`config.mk`:
```
export PLATFORM = sky130hd
export DESIGN_NAME = spi_burst_ctrl
export DESIGN_NICKNAME = d
export VERILOG_FILES = /design/src/rtl/spi_burst_pkg.sv /design/src/rtl/spi_burst_wdog.sv /design/src/rtl/spi_burst_ctrl.sv
export SDC_FILE = /design/constraint.sdc
export NUM_CORES = 1
export LEC_CHECK = 0
export ABC_AREA = 0
export CORE_UTILIZATION = 50
export DETAILED_ROUTE_END_ITERATION = 7
export HOLD_SLACK_MARGIN = 0.06
export PLACE_DENSITY = 0.8
export SYNTH_ARGS = -nofsm -noshare
export SYNTH_HDL_FRONTEND = slang
export SYNTH_SLANG_ARGS = --single-unit
```
`constraint.sdc`:
```
create_clock -name I_clk -period 2.8 [get_ports I_clk]
set_input_delay 0.56 -clock I_clk [delete_from_list [all_inputs] [get_ports I_clk]]
set_output_delay 0.56 -clock I_clk [all_outputs]
set_load 0.01 [all_outputs]
```
`src/rtl/spi_burst_pkg.sv`:
```
// Shared types and defaults for the SPI burst sequencer.
package spi_burst_pkg;

    localparam int MAX_LEN_DEF     = 16;
    localparam int TIMEOUT_CYC_DEF = 4096;

    typedef enum logic [2:0] {
        ST_IDLE,
        ST_TX_FETCH,
        ST_TX_WAIT,
        ST_RX_REQ,
        ST_RX_WAIT,
        ST_RX_HOLD,
        ST_GAP,
        ST_FINISH
    } state_t;

    // Oversized byte counts are limited to the largest burst supported.
    function automatic int clamp_len(input int len, input int max_len);
        return (len > max_len) ? max_len : len;
    endfunction

endpackage

```
`src/rtl/spi_burst_wdog.sv`:
```
// Per-byte watchdog: loadable down-counter that flags expiry after
// TIMEOUT_CYC enabled cycles following a load.
module spi_burst_wdog
    import spi_burst_pkg::*;
#(
    parameter int TIMEOUT_CYC = TIMEOUT_CYC_DEF
) (
    input  logic i_clk,
    input  logic i_rst_n,
    input  logic i_clr,
    input  logic i_load,
    input  logic i_en,
    output logic o_expire
);

    localparam int CNT_W = (TIMEOUT_CYC > 1) ? $clog2(TIMEOUT_CYC) : 1;
    localparam logic [CNT_W-1:0] LOAD_VAL = CNT_W'(TIMEOUT_CYC - 1);

    logic [CNT_W-1:0] r_cnt;

    // Load on entry to a wait state, then count down to the terminal value.
    always_ff @(posedge i_clk or negedge i_rst_n) begin
        if (!i_rst_n) begin
            r_cnt <= '0;
        end else if (i_clr) begin
            r_cnt <= '0;
        end else if (i_load) begin
            r_cnt <= LOAD_VAL;
        end else if (i_en && (r_cnt != '0)) begin
            r_cnt <= r_cnt - CNT_W'(1);
        end
    end

    // The owner leaves the wait state on expiry, so this is a single-cycle strobe.
    assign o_expire = i_en && !i_load && !i_clr && (r_cnt == '0);

endmodule

```
`src/rtl/spi_burst_ctrl.sv`:
```
// Burst sequencer in front of spi_module: pops N bytes from the TX stream
// into the SPI byte interface, then reads M bytes into the RX stream.
module spi_burst_ctrl
    import spi_burst_pkg::*;
#(
    parameter  int MAX_LEN     = MAX_LEN_DEF,
    parameter  int TIMEOUT_CYC = TIMEOUT_CYC_DEF,
    localparam int LEN_W       = $clog2(MAX_LEN + 1)
) (
    input  logic             I_clk,
    input  logic             I_rst_n,
    input  logic             I_cmd_valid,
    output logic             O_cmd_ready,
    input  logic [LEN_W-1:0] I_cmd_wr_len,
    input  logic [LEN_W-1:0] I_cmd_rd_len,
    input  logic             I_tx_valid,
    output logic             O_tx_ready,
    input  logic [7:0]       I_tx_data,
    output logic             O_rx_valid,
    input  logic             I_rx_ready,
    output logic [7:0]       O_rx_data,
    output logic             O_busy,
    output logic             O_done,
    output logic             O_timeout,
    output logic             O_spi_tx_en,
    output logic             O_spi_rx_en,
    output logic [7:0]       O_spi_data_in,
    input  logic [7:0]       I_spi_data_out,
    input  logic             I_spi_tx_done,
    input  logic             I_spi_rx_done
);

    state_t           r_state;
    state_t           w_next_state;
    logic [LEN_W-1:0] r_wr_cnt;
    logic [LEN_W-1:0] r_rd_cnt;
    logic [7:0]       r_spi_data_in;
    logic [7:0]       r_rx_data;
    logic             r_done;
    logic             r_timeout;

    logic [LEN_W-1:0] w_wr_len_c;
    logic [LEN_W-1:0] w_rd_len_c;
    logic             w_cmd_acc;
    logic             w_tx_pop;
    logic             w_tx_hit;
    logic             w_rx_hit;
    logic             w_rx_hs;
    logic             w_wd_load;
    logic             w_wd_en;
    logic             w_wd_clr;
    logic             w_wd_expire;
    logic             w_abort;

    assign w_wr_len_c = LEN_W'(clamp_len(int'(I_cmd_wr_len), MAX_LEN));
    assign w_rd_len_c = LEN_W'(clamp_len(int'(I_cmd_rd_len), MAX_LEN));

    // Only the done pulse matching the current wait state is honoured.
    assign w_cmd_acc = I_cmd_valid && (r_state == ST_IDLE);
    assign w_tx_pop  = I_tx_valid && (r_state == ST_TX_FETCH);
    assign w_tx_hit  = I_spi_tx_done && (r_state == ST_TX_WAIT);
    assign w_rx_hit  = I_spi_rx_done && (r_state == ST_RX_WAIT);
    assign w_rx_hs   = I_rx_ready && (r_state == ST_RX_HOLD);

    // The watchdog only runs while an SPI byte is in flight; stream stalls do not count.
    assign w_wd_load = w_tx_pop || (r_state == ST_RX_REQ);
    assign w_wd_en   = (r_state == ST_TX_WAIT) || (r_state == ST_RX_WAIT);
    assign w_wd_clr  = (r_state == ST_IDLE);
    // A done arriving on the terminal cycle still wins over the abort.
    assign w_abort   = w_wd_expire && !w_tx_hit && !w_rx_hit;

    spi_burst_wdog #(
        .TIMEOUT_CYC (TIMEOUT_CYC)
    ) u_wdog (
        .i_clk    (I_clk),
        .i_rst_n  (I_rst_n),
        .i_clr    (w_wd_clr),
        .i_load   (w_wd_load),
        .i_en     (w_wd_en),
        .o_expire (w_wd_expire)
    );

    // State register.
    always_ff @(posedge I_clk or negedge I_rst_n) begin
        if (!I_rst_n) begin
            r_state <= ST_IDLE;
        end else begin
            r_state <= w_next_state;
        end
    end

    // Next-state decode; GAP guarantees one idle cycle between SPI bytes.
    always_comb begin
        w_next_state = r_state;
        case (r_state)
            ST_IDLE: begin
                if (w_cmd_acc) begin
                    if (w_wr_len_c != '0) begin
                        w_next_state = ST_TX_FETCH;
                    end else if (w_rd_len_c != '0) begin
                        w_next_state = ST_RX_REQ;
                    end else begin
                        w_next_state = ST_FINISH;
                    end
                end
            end
            ST_TX_FETCH: begin
                if (w_tx_pop) begin
                    w_next_state = ST_TX_WAIT;
                end
            end
            ST_TX_WAIT: begin
                if (w_tx_hit) begin
                    w_next_state = ST_GAP;
                end else if (w_abort) begin
                    w_next_state = ST_IDLE;
                end
            end
            ST_RX_REQ: begin
                w_next_state = ST_RX_WAIT;
            end
            ST_RX_WAIT: begin
                if (w_rx_hit) begin
                    w_next_state = ST_RX_HOLD;
                end else if (w_abort) begin
                    w_next_state = ST_IDLE;
                end
            end
            ST_RX_HOLD: begin
                if (w_rx_hs) begin
                    w_next_state = ST_GAP;
                end
            end
            ST_GAP: begin
                if (r_wr_cnt != '0) begin
                    w_next_state = ST_TX_FETCH;
                end else if (r_rd_cnt != '0) begin
                    w_next_state = ST_RX_REQ;
                end else begin
                    w_next_state = ST_FINISH;
                end
            end
            ST_FINISH: begin
                w_next_state = ST_IDLE;
            end
            default: begin
                w_next_state = ST_IDLE;
            end
        endcase
    end

    // State-decoded outputs; enables and valids fall as soon as the state leaves.
    always_comb begin
        O_cmd_ready = 1'b0;
        O_busy      = 1'b1;
        O_tx_ready  = 1'b0;
        O_rx_valid  = 1'b0;
        O_spi_tx_en = 1'b0;
        O_spi_rx_en = 1'b0;
        case (r_state)
            ST_IDLE: begin
                O_cmd_ready = 1'b1;
                O_busy      = 1'b0;
            end
            ST_TX_FETCH: O_tx_ready  = I_tx_valid;
            ST_TX_WAIT:  O_spi_tx_en = 1'b1;
            ST_RX_WAIT:  O_spi_rx_en = 1'b1;
            ST_RX_HOLD:  O_rx_valid  = 1'b1;
            default: begin
            end
        endcase
    end

    // Remaining byte counts: latched on accept, never decremented below zero.
    always_ff @(posedge I_clk or negedge I_rst_n) begin
        if (!I_rst_n) begin
            r_wr_cnt <= '0;
            r_rd_cnt <= '0;
        end else if (w_cmd_acc) begin
            r_wr_cnt <= w_wr_len_c;
            r_rd_cnt <= w_rd_len_c;
        end else if (w_abort) begin
            r_wr_cnt <= '0;
            r_rd_cnt <= '0;
        end else begin
            if (w_tx_hit && (r_wr_cnt != '0)) begin
                r_wr_cnt <= r_wr_cnt - LEN_W'(1);
            end
            if (w_rx_hs && (r_rd_cnt != '0)) begin
                r_rd_cnt <= r_rd_cnt - LEN_W'(1);
            end
        end
    end

    // Byte holding registers for the SPI input and the RX stream output.
    always_ff @(posedge I_clk or negedge I_rst_n) begin
        if (!I_rst_n) begin
            r_spi_data_in <= '0;
            r_rx_data     <= '0;
        end else begin
            if (w_tx_pop) begin
                r_spi_data_in <= I_tx_data;
            end
            if (w_rx_hit) begin
                r_rx_data <= I_spi_data_out;
            end
        end
    end

    // Completion and abort strobes, registered so they are glitch-free.
    always_ff @(posedge I_clk or negedge I_rst_n) begin
        if (!I_rst_n) begin
            r_done    <= 1'b0;
            r_timeout <= 1'b0;
        end else begin
            r_done    <= (r_state == ST_FINISH);
            r_timeout <= w_abort;
        end
    end

    assign O_spi_data_in = r_spi_data_in;
    assign O_rx_data     = r_rx_data;
    assign O_done        = r_done;
    assign O_timeout     = r_timeout;

endmodule

```
==> results.json <==
{
  "peakVddDrop_mv": 0.651,
  "yosys.area.top_type": "dfrtp_1",
  "fin_tns_setup_ps": 0,
  "ys_seq_area_share_pct": 44.6,
  "io_buffers": 56,
  "via_per_inst": 6.06,
  "synth_simple_gate_area_share_pct": 21.0,
  "synthArstFlopShare_pct": 100,
  "drt_first_pass_iters": 4,
  "dpl-instance-area_um2": 3030,
  "postLayoutCellArea_um2": 3130,
  "synth_xor_area_share_pct": 1.45,
  "arrival_ps": 2070,
  "rsz0062_at_grt": "no",
  "cts_tree": "yes",
  "grt_pass1_vias": 2067,
  "clockBufferDepth": 2,
  "finalClockSkew_ps": 9.40,
  "synth.top_cell.area_share_pct": 44.6,
  "grt_use_total_pct": 23.5,
  "synth_cell_types": 55,
  "synth_compound_area_share_pct": 16.9,
  "drt-initial-drc-count": 115,
  "antennaDiodeCount": 0,
  "slowest_delay_ps": 680,
  "crit_chain": "inv_1 -> nor3_1 -> clkdlybuf4s50_1",
  "antenna_found_initial": 0,
  "whs_ps": 389,
  "period_share_pct": 93.9,
  "final_util_pct": 69.5,
  "ant_nets": 0,
  "internal_power_mw": 2.06,
  "synth_top_family_by_area": "simple AND/OR/NAND/NOR gates",
  "cts_resized": 0,
  "synth_ff_type": "dfrtp_1",
  "p_sw_mw": 1.32,
  "yosys-top-cells-area": "dfrtp_1 (45%), mux2_2 (7.5%), ha_1 (3.1%), nor2_1 (3.0%), nor3_1 (2.7%)",
  "cts_setup_buffers": 0,
  "syn_inst": 233,
  "cap_violations": 0,
  "synthAdderAreaFrac_pct": 3.11,
  "grt_max_degree": 44,
  "ys_ff_latch": 43,
  "cp-start-kind": "register",
  "rrSetupSlack_ps": 550,
  "synth-edff-count": 0,
  "slew_viol_final": 0,
  "routedWlPerCell_um": 15.5,
  "ff2ff_path_depth": 7,
  "path_max_fanout": 18,
  "synth_common_cells": "dfrtp_1 (43), nor2_1 (19), mux2_2 (16)",
  "gr-total-overflow": 0,
  "initial_core_util_pct": 53.6,
  "gp_congestion": 0.922,
  "die_height_um": 71.5,
  "vias": 2104,
  "area.growth.synth_to_final_pct": 29.7,
  "r2r_start": "u_wdog.r_cnt[0]",
  "p_clk_share_pct": 13.1,
  "clk_latency_ps": 300,
  "crit_path_end_kind": "output port",
  "setup_viol": 0,
  "timing.final.crit_period_ps": 2630,
  "cts_max_level": 2,
  "status": "finished clean",
  "critPathLaunch": "r_state[2]",
  "cpLargestDelayFamily": "buffers and inverters",
  "cts.clk_slew.worst_paths_ps": 90,
  "p_per_area_nw_per_um2": 1080,
  "synth.area.mux_share_pct": 8.40,
  "syn_area_um2": 2410,
  "crit_slowest_cell": "dfrtp_1",
  "die_x_um": 71.5,
  "routed_wl_um": 5370,
  "leakage_nw": 1.25,
  "worstMarginPinSlew_ps": 967,
  "yosysMostFrequentCell": "dfrtp_1",
  "finalHoldViolCount": 0,
  "nets": 333,
  "cts_inserted_buffers": 5,
  "placeableCoreArea_um2": 4500,
  "num_io_pins": 57,
  "cp_num_buf_inv": 2,
  "path_class": "reg -> out",
  "hpwl_um": 3990,
  "drc": 0,
  "power.share.sequential_pct": 35.5,
  "yosysWarningCount": 0,
  "drive_gt1_share_pct": 14.9,
  "syn_avg_cell_area_um2": 10.4,
  "syn_nets": 272,
  "p_comb_share_pct": 51.4,
  "rows": 24,
  "cts_root_buf": "clkbuf_8",
  "relSlewSlack_pct": 35.6,
  "crit_required_ps": 2240,
  "cts_hold_buf": 0,
  "hp-class": "in -> async",
  "swShare_pct": 39.0,
  "r2r-end": "r_wr_cnt[2]",
  "dieArea_um2": 5110,
  "power_mw": 3.38,
  "grt_first_pass_wirelength_um": 9390,
  "cts_num_sinks": 43,
  "maxClockFrequency_ghz": 0.380
}
[sequential cells by signal, indices dropped and copies added, names as in the netlist]
register       count
O_done             1
O_rx_data          8
O_spi_data_in      8
O_timeout          1
r_rd_cnt           5
r_state            3
r_wr_cnt           5
u_wdog.r_cnt      12
[cell usage in the layout (no fill, tap or decap), drive strengths merged, types with 4 or more instances in the layout]
cell type      netlist  layout
clkdlybuf4s50        0      55
dfrtp               43      43
nor2                20      20
mux2                18      18
nor3                15      15
buf                  7      10
a21oi                9       9
nand3                9       9
nand2                9       9
inv                  9       9
a211oi               8       8
clkbuf               4       7
o211ai               6       6
ha                   6       6
or4                  5       5
nand2b               4       4
a32oi                4       4
nand3b               4       4
o31ai                4       4
[cell families (layout without fill, tap and decap cells)]
logic type               after synthesis  in the layout
flip-flops                            43             43
AO/OA/AOI/OAI                         54             54
buffers and inverters                 20             82
AND/OR/NAND/NOR                       88             88
multiplexers                          18             18
XOR/XNOR                               4              4
adder cells (fa/ha/maj)                6              6
[through the flow]
stage                     instances  worst slack, ps
final                           347              170
after global routing            347             29.3
after CTS                       347              192
after detailed placement        339              252
after global placement          339              247
after floorplan                 233              878
[area by class of cell]
| cell class | count | area (um2) |
|---|---|---|
| Clock inverter | 1 | 7.51 |
| Fill cell | 356 | 1380 |
| Timing Repair Buffer | 65 | 623 |
| Tap cell | 52 | 65.1 |
| Sequential cell | 43 | 1080 |
| Multi-Input combinational cell | 170 | 1230 |
| Inverter | 9 | 33.8 |
| Clock buffer | 7 | 96.3 |
[metal layers]
metal / global-route usage [%] / wire length, um
met5: 0 / 0
met4: 8.28 / 72
met3: 7.17 / 330
met2: 36.0 / 2430
met1: 31.9 / 2540
[worst reg2reg max path: cells and delay by family, from the launching register on]
| kind | cells | cell delay, ps |
|---|---|---|
| simple gates | 3 | 1040 |
| compound gates | 2 | 420 |
| flops | 1 | 420 |
| fa+ha+maj | 1 | 150 |
| buf+inv | 1 | 100 |
[how the worst max path moves through the flow]
stage	slack, ps	cells past startpoint	end
final	170	3	O_spi_rx_en
after global routing	30	3	O_spi_rx_en
after CTS	190	3	O_spi_rx_en
after detailed placement	250	4	O_tx_ready
after global placement	250	4	O_tx_ready
after floorplan	880	8	r_wr_cnt[1]
[power by group through the flow]
| stage | sequential, mW | combinational [mW] | clock, mW |
|---|---|---|---|
| global route | 1.25 | 1.93 | 0.476 |
| global placement | 1.19 | 1.70 | 0 |
| CTS | 1.20 | 1.74 | 0.455 |
| finish | 1.20 | 1.74 | 0.443 |
| floorplan | 1.17 | 1.14 | 0 |
| detailed placement | 1.21 | 1.74 | 0 |
Note: power is estimated with default switching activity, not from simulation.
